**src/rtl/cpu_pkg.sv**
```systemverilog
// Shared encodings for the execute stage: ALU/funct codes, forwarding
// selects, FSM states and the EX/MEM bundle.
package cpu_pkg;

    localparam logic [1:0] ALUOP_ADD   = 2'b00;
    localparam logic [1:0] ALUOP_SUB   = 2'b01;
    localparam logic [1:0] ALUOP_FUNCT = 2'b10;
    localparam logic [1:0] ALUOP_ADDI  = 2'b11;

    localparam logic [9:0] FUNCT_ADD = 10'b0000000_000;
    localparam logic [9:0] FUNCT_SUB = 10'b0100000_000;
    localparam logic [9:0] FUNCT_AND = 10'b0000000_111;
    localparam logic [9:0] FUNCT_OR  = 10'b0000000_110;
    localparam logic [9:0] FUNCT_MUL = 10'b0000001_000;

    localparam logic [1:0] FWD_ID  = 2'b00;
    localparam logic [1:0] FWD_WB  = 2'b01;
    localparam logic [1:0] FWD_MEM = 2'b10;

    localparam int MUL_CNT_W = 6;

    typedef enum logic {
        S_IDLE = 1'b0,
        S_BUSY = 1'b1
    } ex_state_e;

    typedef struct packed {
        logic       rw;
        logic       mw;
        logic       mr;
        logic       m2r;
        logic [4:0] rd;
    } ctl_t;

    typedef struct packed {
        ctl_t        ctl;
        logic [31:0] alures;
        logic [31:0] wrdata;
        logic        bt;
        logic [31:0] btgt;
    } ex_mem_t;

    // Select 11 falls back to the ID/EX value
    function automatic logic [31:0] fwd_mux(
        input logic [1:0]  sel,
        input logic [31:0] id,
        input logic [31:0] mem,
        input logic [31:0] wb
    );
        logic [31:0] r;
        r = id;
        unique case (sel)
            FWD_MEM: r = mem;
            FWD_WB:  r = wb;
            default: r = id;
        endcase
        return r;
    endfunction

endpackage

```
**src/rtl/mul_iter.sv**
```systemverilog
// Iterative shift-add multiplier, low 32 bits of the product,
// MUL_BITS_PER_CYCLE multiplier bits retired per clock.
module mul_iter
    import cpu_pkg::*;
#(
    parameter int MUL_BITS_PER_CYCLE = 1
) (
    input  logic        clk_i,
    input  logic        rst_i,
    input  logic        start_i,
    input  logic        abort_i,
    input  logic [31:0] a_i,
    input  logic [31:0] b_i,
    output logic        done_o,
    output logic [31:0] prod_o
);

    localparam int N = 32 / MUL_BITS_PER_CYCLE;

    logic [MUL_CNT_W-1:0] cnt_q;
    logic [31:0]          acc_q;
    logic [31:0]          mcand_q;
    logic [31:0]          mplier_q;
    logic [31:0]          step;
    logic [31:0]          acc_nxt;

    always_comb begin
        step = '0;
        for (int j = 0; j < MUL_BITS_PER_CYCLE; j++) begin
            if (mplier_q[j]) begin
                step = step + (mcand_q << j);
            end
        end
    end

    // prod_o includes the bits retired this cycle, so it is the full
    // product during the final (done) cycle.
    assign acc_nxt = acc_q + step;
    assign prod_o  = acc_nxt;
    assign done_o  = (cnt_q == MUL_CNT_W'(1));

    always_ff @(posedge clk_i or negedge rst_i) begin
        if (!rst_i) begin
            cnt_q    <= '0;
            acc_q    <= '0;
            mcand_q  <= '0;
            mplier_q <= '0;
        end else if (abort_i) begin
            cnt_q <= '0;
        end else if (start_i) begin
            cnt_q    <= MUL_CNT_W'(N);
            acc_q    <= '0;
            mcand_q  <= a_i;
            mplier_q <= b_i;
        end else if (cnt_q != '0) begin
            cnt_q    <= cnt_q - MUL_CNT_W'(1);
            acc_q    <= acc_nxt;
            mcand_q  <= mcand_q << MUL_BITS_PER_CYCLE;
            mplier_q <= mplier_q >> MUL_BITS_PER_CYCLE;
        end
    end

endmodule

```
**src/rtl/ex_stage.sv**
```systemverilog
// Execute stage: operand forwarding, ALU, branch resolution, iterative
// multiply with front-end stall, and the EX/MEM pipeline register.
module ex_stage
    import cpu_pkg::*;
#(
    parameter int MUL_BITS_PER_CYCLE = 1
) (
    input  logic        clk_i,
    input  logic        rst_i,
    input  logic [1:0]  ALUOp_i,
    input  logic        ALUSrc_i,
    input  logic        RegWrite_i,
    input  logic        MemWrite_i,
    input  logic        MemRead_i,
    input  logic        Mem2Reg_i,
    input  logic        Branch_i,
    input  logic [31:0] pc_i,
    input  logic [31:0] RSdata_i,
    input  logic [31:0] RTdata_i,
    input  logic [31:0] imm_i,
    input  logic [9:0]  funct_i,
    input  logic [4:0]  RDaddr_i,
    input  logic [1:0]  fwdA_i,
    input  logic [1:0]  fwdB_i,
    input  logic [31:0] MEMfwd_i,
    input  logic [31:0] WBfwd_i,
    input  logic        flush_i,
    output logic        stall_o,
    output logic        RegWrite_o,
    output logic        MemWrite_o,
    output logic        MemRead_o,
    output logic        Mem2Reg_o,
    output logic [31:0] ALUres_o,
    output logic [31:0] WRdata_o,
    output logic [4:0]  RDaddr_o,
    output logic        branch_taken_o,
    output logic [31:0] branch_target_o
);

    logic [31:0] op_a;
    logic [31:0] fwd_b;
    logic [31:0] op_b;
    logic [31:0] diff;
    logic [31:0] alu_res;
    logic [31:0] br_tgt;
    logic [31:0] mul_prod;
    logic        is_mul;
    logic        is_f;
    logic        mul_start;
    logic        mul_done;

    ex_state_e state_q;
    ex_state_e state_d;
    ctl_t      cap_q;
    ex_mem_t   exm_q;
    ex_mem_t   exm_d;

    assign op_a   = fwd_mux(fwdA_i, RSdata_i, MEMfwd_i, WBfwd_i);
    assign fwd_b  = fwd_mux(fwdB_i, RTdata_i, MEMfwd_i, WBfwd_i);
    assign op_b   = ALUSrc_i ? imm_i : fwd_b;
    assign diff   = op_a - op_b;
    assign br_tgt = pc_i + {imm_i[30:0], 1'b0};
    assign is_f   = (ALUOp_i == ALUOP_FUNCT);
    assign is_mul = is_f && (funct_i == FUNCT_MUL);

    always_comb begin
        alu_res = op_a + op_b;
        unique case (1'b1)
            (ALUOp_i == ALUOP_SUB):         alu_res = diff;
            (is_f && funct_i == FUNCT_SUB): alu_res = diff;
            (is_f && funct_i == FUNCT_AND): alu_res = op_a & op_b;
            (is_f && funct_i == FUNCT_OR):  alu_res = op_a | op_b;
            default:                        ;
        endcase
    end

    mul_iter #(
        .MUL_BITS_PER_CYCLE(MUL_BITS_PER_CYCLE)
    ) u_mul (
        .clk_i  (clk_i),
        .rst_i  (rst_i),
        .start_i(mul_start),
        .abort_i(flush_i),
        .a_i    (op_a),
        .b_i    (op_b),
        .done_o (mul_done),
        .prod_o (mul_prod)
    );

    // exm_d defaults to a bubble; only a live instruction overrides it
    always_comb begin
        state_d   = state_q;
        stall_o   = 1'b0;
        mul_start = 1'b0;
        exm_d     = '0;
        unique case (state_q)
            S_IDLE: begin
                if (flush_i) begin
                    state_d = S_IDLE;
                end else if (is_mul) begin
                    stall_o   = 1'b1;
                    mul_start = 1'b1;
                    state_d   = S_BUSY;
                end else begin
                    exm_d.ctl.rw  = RegWrite_i;
                    exm_d.ctl.mw  = MemWrite_i;
                    exm_d.ctl.mr  = MemRead_i;
                    exm_d.ctl.m2r = Mem2Reg_i;
                    exm_d.ctl.rd  = RDaddr_i;
                    exm_d.alures  = alu_res;
                    exm_d.wrdata  = fwd_b;
                    exm_d.bt      = Branch_i & (diff == '0);
                    exm_d.btgt    = br_tgt;
                end
            end
            S_BUSY: begin
                if (flush_i) begin
                    state_d = S_IDLE;
                end else if (mul_done) begin
                    state_d      = S_IDLE;
                    exm_d.ctl    = cap_q;
                    exm_d.alures = mul_prod;
                end else begin
                    stall_o = 1'b1;
                end
            end
        endcase
    end

    always_ff @(posedge clk_i or negedge rst_i) begin
        if (!rst_i) begin
            state_q <= S_IDLE;
            exm_q   <= '0;
            cap_q   <= '0;
        end else begin
            state_q <= state_d;
            exm_q   <= exm_d;
            if (mul_start) begin
                cap_q <= '{rw:  RegWrite_i,
                           mw:  MemWrite_i,
                           mr:  MemRead_i,
                           m2r: Mem2Reg_i,
                           rd:  RDaddr_i};
            end
        end
    end

    assign RegWrite_o      = exm_q.ctl.rw;
    assign MemWrite_o      = exm_q.ctl.mw;
    assign MemRead_o       = exm_q.ctl.mr;
    assign Mem2Reg_o       = exm_q.ctl.m2r;
    assign RDaddr_o        = exm_q.ctl.rd;
    assign ALUres_o        = exm_q.alures;
    assign WRdata_o        = exm_q.wrdata;
    assign branch_taken_o  = exm_q.bt;
    assign branch_target_o = exm_q.btgt;

endmodule
```
**config.mk**
```make
export PLATFORM = sky130hd
export DESIGN_NAME = ex_stage
export DESIGN_NICKNAME = d
export VERILOG_FILES = /design/src/rtl/cpu_pkg.sv /design/src/rtl/mul_iter.sv /design/src/rtl/ex_stage.sv
export SDC_FILE = /design/constraint.sdc
export NUM_CORES = 1
export LEC_CHECK = 0
export BUFFER_PORTS_ARGS = -buffer_cell sky130_fd_sc_hd__buf_2
export CORE_ASPECT_RATIO = 2
export CORE_MARGIN = 3
export CORE_UTILIZATION = 50
export CTS_BUF_LIST = sky130_fd_sc_hd__clkbuf_4
export CTS_CLUSTER_DIAMETER = 150
export DETAILED_ROUTE_END_ITERATION = 8
export PLACE_DENSITY_LB_ADDON = 0.15
export SETUP_SLACK_MARGIN = 0.1
export SYNTH_ARGS = -nofsm -noshare
export SYNTH_HDL_FRONTEND = slang
export SYNTH_SLANG_ARGS = --single-unit
export TNS_END_PERCENT = 30
```
**constraint.sdc**
```tcl
create_clock -name clk_i -period 9.9 [get_ports clk_i]
set_input_delay 0.99 -clock clk_i [delete_from_list [all_inputs] [get_ports clk_i]]
set_output_delay 0.99 -clock clk_i [all_outputs]
set_load 0.1 [all_outputs]
```
==> run summary, run 1 <==
status = complete, no violations
clk_lat worst skew = 760 ps
Total GRT Usage = 0.343
initial antenna violation count = 6
Worst Setup Start Kind = input port
count leader, synth = nand2_1
die height = 273 um
Leak = 0.0100 uW
skew final = 51.6 ps
CP Data Arrival Time = 6100 ps
CP peak stage delay = 640 ps
Tmin final = 5420 ps
Overflow after GRT = 0
count of final setup violators = 0
Tightest Hold Check Type = input port to async pin
FF-to-FF setup slack = 5840 ps
Post-Syn Nets = 2,625
Slew HR = 0.293
I/O Buffers = 328
CTS buffer count = 54
f_max = 0.184 GHz
wire per inst = 22.5 um
Top FF cell, synth = dfrtp_1
Resized Gates After CTS = 0
Synth top cells by count = nand2_1 (297), nor2_1 (239), dfrtp_1 (218), o21ai_0 (184), a21oi_1 (176)
Post-CTS Setup Inserts = 0
Slowest cell on crit path = ha_2
ys async rst share = 1.00
nets = 2,898
CTS max path bufs = 3
Final Hold Vio Count = 0
Synth Warn # = 0
crit end category = register
Post-DP HPWL = 52,000 um
Core ar. = 35,100 um^2
WP data required = 10,580 ps
number of flops mapped to enable cells by yosys = 0
starting density of the core = 0.507
synthesized cell area = 17,800 um^2
CP delay by family, top = simple AND/OR/NAND/NOR gates
DIE AREA = 38,000 um^2
drt pass-1 iters = 5
first-pass GRT wire length = 104,000 um
CP Cell Sequence = buf_2 > inv_1 > ha_2 > a22oi_1 > nor2_1 > a21oi_1 > o21ai_0 > ha_1 > inv_1 > fa_1 > nand2b_4 > a211oi_4 > o211ai_2 > nor3b_4 > o31ai_4 > a311oi_4 > xnor2_1 > or4_1 > or4_1 > nor4_2
I/O Pins = 329
worst path bufs/invs = 3
Chip Width = 139 um
row count = 97
post-route ant nets = 0
worst slew pin tran = 1060 ps
Layout area overhead = 15.1%
area of the multi-input gates = 11,400 um^2
worst r2r src = u_mul.mplier_q[0]
vias in the first global route = 18,800
RePlAce Congestion = 1.02
max_cap viols = 0
critical path class = input port to register
Fill cells = 3,325
final hold slack = 244 ps
ranking of synthesized cells by area = dfrtp_1 (31%), ha_1 (11%), nand2_1 (6.3%), o21ai_0 (5.2%), nor2_1 (5.0%)
Final Cycle Share = 0.548
Worst R2R End = ALUres_o[30]
setup TNS = 0 ps
vias per std cell = 6.12
Post-Synthesis Cells = 2,236
total power per unit cell area = 188 nW/um^2
H-tree Lvls = 2
DRC viols = 0
RSZ-0062 raised after global routing = false
Register Area = 5460 um^2
share of layout cells above drive strength 1 = 0.187
Reg2Reg Depth = 12
Synth Register Bits = 218
pins over their slew limit = 0
routed via count = 18,300
clk root buf = clkbuf_4
leading area contributor after synthesis = dfrtp_1
Post-Route WL = 67,400 um
largest net degree at the start of global routing = 76
hold_buf cts = 0
VDD IR max = 0.000324 V
Iteration-0 DRC Markers = 1,101
clk sinks = 218
Clock transition at path regs = 90 ps
synthesized area per cell = 7.96 um^2
Seq/Total Area, Yosys = 0.307
post-synthesis cell type count = 90
CTS tree = yes
Yosys top cell area share = 0.307
crit path max fanout = 32
==> cells in the final DEF, fill, tap and decap left out, types with 44 or more instances in the layout <==
| cell | count |
|---|---|
| clkbuf_4 | 73 |
| ha_1 | 161 |
| nor2_1 | 236 |
| o21ai_0 | 184 |
| a22oi_1 | 93 |
| buf_2 | 327 |
| a31oi_1 | 44 |
| inv_1 | 108 |
| a21oi_1 | 176 |
| xnor2_1 | 68 |
| dfrtp_1 | 218 |
| a21o_1 | 44 |
| nand2_1 | 297 |
==> report_power, final <==
part           switching (uW)  leakage, uW  internal (uW)  total (uW)
clock                     411     0.000455            476         887
sequential               83.1      0.00281           1030        1110
combinational            1340      0.00677            522        1860
==> how the worst max path moves through the flow <==
stage	startpoint	cells after the start	slack, ps	to
5_1_grt	fwdB_i[0]	20	4030	branch_taken_o
4_1_cts	fwdB_i[0]	20	4540	branch_taken_o
3_3_place_gp	fwdB_i[0]	20	3820	branch_taken_o
2_1_floorplan	funct_i[0]	8	4400	stall_o
3_5_place_dp	fwdB_i[0]	20	3760	branch_taken_o
6_report	fwdB_i[0]	20	4480	branch_taken_o
==> through the flow <==
step	util	instances	total power, uW	setup slack [ps]	area [um^2]
3_5_place_dp	0.562	2898	2960	3760	19700
2_1_floorplan	-	2236	2470	4400	17800
5_1_grt	0.584	2998	4070	4030	20500
4_1_cts	0.584	2996	3860	4540	20500
3_3_place_gp	0.562	2898	2940	3820	19700
6_report	0.584	2998	3860	4480	20500
==> state kept, by name, summed over array words and instances, names as in the netlist <==
signal	flops
ALUres_o	32
Mem2Reg_o	1
MemRead_o	1
MemWrite_o	1
RDaddr_o	5
RegWrite_o	1
WRdata_o	32
branch_taken_o	1
branch_target_o	32
cap_q	9
state_q	1
u_mul.acc_q	32
u_mul.cnt_q	6
u_mul.mcand_q	32
u_mul.mplier_q	32
==> kinds of logic after synthesis <==
group | after synthesis | synth area share
buffers and inverters | 245 | 0.0546
AO/OA/AOI/OAI | 732 | 0.267
XOR/XNOR | 92 | 0.0463
adder cells (fa/ha/maj) | 167 | 0.119
AND/OR/NAND/NOR | 748 | 0.187
multiplexers | 34 | 0.0191
flip-flops | 218 | 0.307
==> final cells by class <==
type | instances | share of cell area
multi-input combinational | 1773 | 0.559
timing repair buffer | 352 | 0.0894
clock buffer | 73 | 0.0268
antenna | 2 | 0.000244
sequential | 218 | 0.266
clock inverter | 25 | 0.0113
inverter | 110 | 0.0202
tap | 445 | 0.0272
==> routing by layer <==
layer | routed length (um) | global-route usage
met5 | 16 | 0
met4 | 3840 | 0.180
met3 | 4630 | 0.0532
met2 | 34700 | 0.622
met1 | 24200 | 0.383
(Power assumes the default switching activity.)
==> run 2: changes to the inputs <==
Clock period 9.9 ns to 5.1 ns, I/O delays scaled along.
==> run summary, run 2 (synthesis gave the netlist of run 1 again) <==
Critical Path Source = fwdB_i[0] (unchanged)
Total GRT Usage = 0.332 (was 0.343)
routed wl met2 = 33,700 um (was 34,700 um)
starting density of the core = 0.507 (unchanged)
Final Hold Vio Count = 0 (unchanged)
Chip Width = 139 um (unchanged)
worst hold start = RTdata_i[10]
share of layout cells above drive strength 1 = 0.218 (was 0.187)
Leak = 0.0106 uW (was 0.0100 uW)
worst slew pin tran = 965 ps (was 1060 ps)
combinational share of power = 0.509 (was 0.482)
setup TNS = 0 ps (unchanged)
CP peak stage delay = 710 ps (was 640 ps)
nets = 3,024 (was 2,898)
I/O Buffers = 328 (unchanged)
Iteration-0 DRC Markers = 1,149 (was 1,101)
Worst Setup Start Kind = input port (unchanged)
crit path max fanout = 17 (was 32)
RSZ-0062 raised after global routing = false (unchanged)
pins over their slew limit = 0 (unchanged)
routed via count = 18,600 (was 18,300)
critical path class = input port to register (unchanged)
Sequential Power Share = 0.285 (was 0.288)
largest net degree at the start of global routing = 111 (was 76)
DIE AREA = 38,000 um^2 (unchanged)
Final Cycle Share = 0.872
WP data required = 5730 ps (was 10,580 ps)
Clock transition at path regs = 80 ps (was 90 ps)
DRC viols = 0 (unchanged)
RePlAce Congestion = 0.977 (was 1.02)
crit end category = register (unchanged)
Core ar. = 35,100 um^2 (unchanged)
skew final = 29.1 ps (was 51.6 ps)
net switching fraction of the power = 0.470 (was 0.475)
clk sinks = 218 (unchanged)
FF-to-FF setup slack = 1190 ps (was 5840 ps)
Tightest Hold Check Type = input port to register (was input port to async pin)
drt pass-1 iters = 7 (was 5)
die height = 273 um (unchanged)
clk_lat worst skew = 740 ps (was 760 ps)
worst r2r src = u_mul.mplier_q[0] (unchanged)
VDD IR max = 0.000525 V (was 0.000324 V)
H-tree Lvls = 2 (unchanged)
Pint = 4010 uW (was 2030 uW)
CP Data Arrival Time = 5080 ps (was 6100 ps)
clk root buf = clkbuf_4 (unchanged)
CTS tree = yes (unchanged)
Post-CTS Setup Inserts = 0 (unchanged)
CTS max path bufs = 3 (unchanged)
count of final setup violators = 0 (unchanged)
Post-Route WL = 65,300 um (was 67,400 um)
max_cap viols = 0 (unchanged)
initial antenna violation count = 3 (was 6)
wire per inst = 21.0 um (was 22.5 um)
row count = 97 (unchanged)
top routing layer in use = met4 (was met5)
Clock power frac = 0.207 (was 0.230)
dpl cells = 3,013 (was 2,898)
first-pass GRT wire length = 102,000 um (was 104,000 um)
Tmin final = 4450 ps
vias in the first global route = 19,100 (was 18,800)
f_max = 0.225 GHz
total power per unit cell area = 353 nW/um^2 (was 188 nW/um^2)
met3 wire length = 4170 um (was 4630 um)
Slowest cell on crit path = o21ai_0 (was ha_2)
switching power of the nets = 3560 uW (was 1830 uW)
I/O Pins = 329 (unchanged)
vias per std cell = 5.97 (was 6.12)
Metal-1 WL = 23,800 um (was 24,200 um)
most common cell after layout, fill and taps aside = buf_2 (unchanged)
Non-Filler Instances = 3,116 (was 2,998)
status = complete, no violations (unchanged)
CTS buffer count = 54 (unchanged)
CP Cell Sequence = buf_2 > inv_1 > ha_2 > buf_4 > buf_4 > a22oi_1 > nor2_1 > a21oi_1 > o21ai_0 > ha_1 > inv_1 > a21oi_1 > o21ai_0 > nor3_1 > nor4bb_1 > nand4_1 > nor4_1 > nand4_1 > or4_1 > nor4_2 (was buf_2 > inv_1 > ha_2 > a22oi_1 > nor2_1 > a21oi_1 > o21ai_0 > ha_1 > inv_1 > fa_1 > nand2b_4 > a211oi_4 > o211ai_2 > nor3b_4 > o31ai_4 > a311oi_4 > xnor2_1 > or4_1 > or4_1 > nor4_2)
commonest non-fill, non-tap cells in the layout = buf_2 (327), nand2_1 (297), nor2_1 (238), dfrtp_1 (218), o21ai_0 (184) (was buf_2 (327), nand2_1 (297), nor2_1 (236), dfrtp_1 (218), o21ai_0 (184))
post-route ant nets = 0 (unchanged)
Slew HR = 0.355 (was 0.293)
Post-DP HPWL = 51,500 um (was 52,000 um)
Layout area overhead = 20.3% (was 15.1%)
Overflow after GRT = 0 (unchanged)
Fill cells = 3,253 (was 3,325)
[run 2: worst max-delay path, delay by kind of cell]
family | cells | cell delay [ps]
buf+inv | 5 | 740
compound gates | 5 | 1370
simple gates | 8 | 1900
fa+ha+maj | 2 | 510
[run 2: cell type report]
| type | instances | area (um^2) | area share |
|---|---|---|---|
| clock inverter | 17 | 145 | 0.00678 |
| tap | 445 | 557 | 0.0260 |
| multi-input combinational | 1773 | 11400 | 0.534 |
| timing repair buffer | 478 | 2870 | 0.134 |
| sequential | 218 | 5460 | 0.255 |
| antenna | 3 | 7.51 | 0.000351 |
| inverter | 110 | 413 | 0.0193 |
| clock buffer | 72 | 541 | 0.0252 |
[run 2: timing repair]
item                                   4_1_cts  5_1_grt
resized for setup                            0        0
hold buffers                                11        0
endpoints found under the hold margin      119        0
[run 2: metal layers]
metal	GRT usage	up-vias
met4	0.168	0
met1	0.364	8856
met3	0.0539	196
li1	-	8766
met2	0.611	774
met5	0	-
[run 2: worst paths after layout]
check                                 endpoint  cells after the start
setup reg to reg                  ALUres_o[30]                     13
hold reg to reg              u_mul.mplier_q[2]                      2
setup / recovery                branch_taken_o                     20
min in group asynchronous       u_mul.acc_q[1]                      2
max in group asynchronous  branch_target_o[22]                      3
hold / removal                    WRdata_o[10]                      3
[run 2: power groups by stage]
stage / clock [uW] / sequential, uW / combinational [uW]
after floorplan: 0 / 2900 / 1890
after global placement: 0 / 2180 / 3760
after detailed placement: 0 / 2180 / 3810
after CTS: 1600 / 2150 / 3820
after global routing: 1670 / 2180 / 4130
final: 1560 / 2150 / 3850
[run 2: per-stage QoR]
step,total power (uW),cell area [um^2],utilization,hold slack [ps],setup WS [ps]
6_report,7570,21400,0.611,46.3,653
5_1_grt,7990,21400,0.611,34.2,432
4_1_cts,7580,21400,0.610,4.33,839
3_5_place_dp,5990,20600,0.588,468,72.2
3_3_place_gp,5940,20600,0.588,456,209
2_1_floorplan,4800,17800,-,214,115
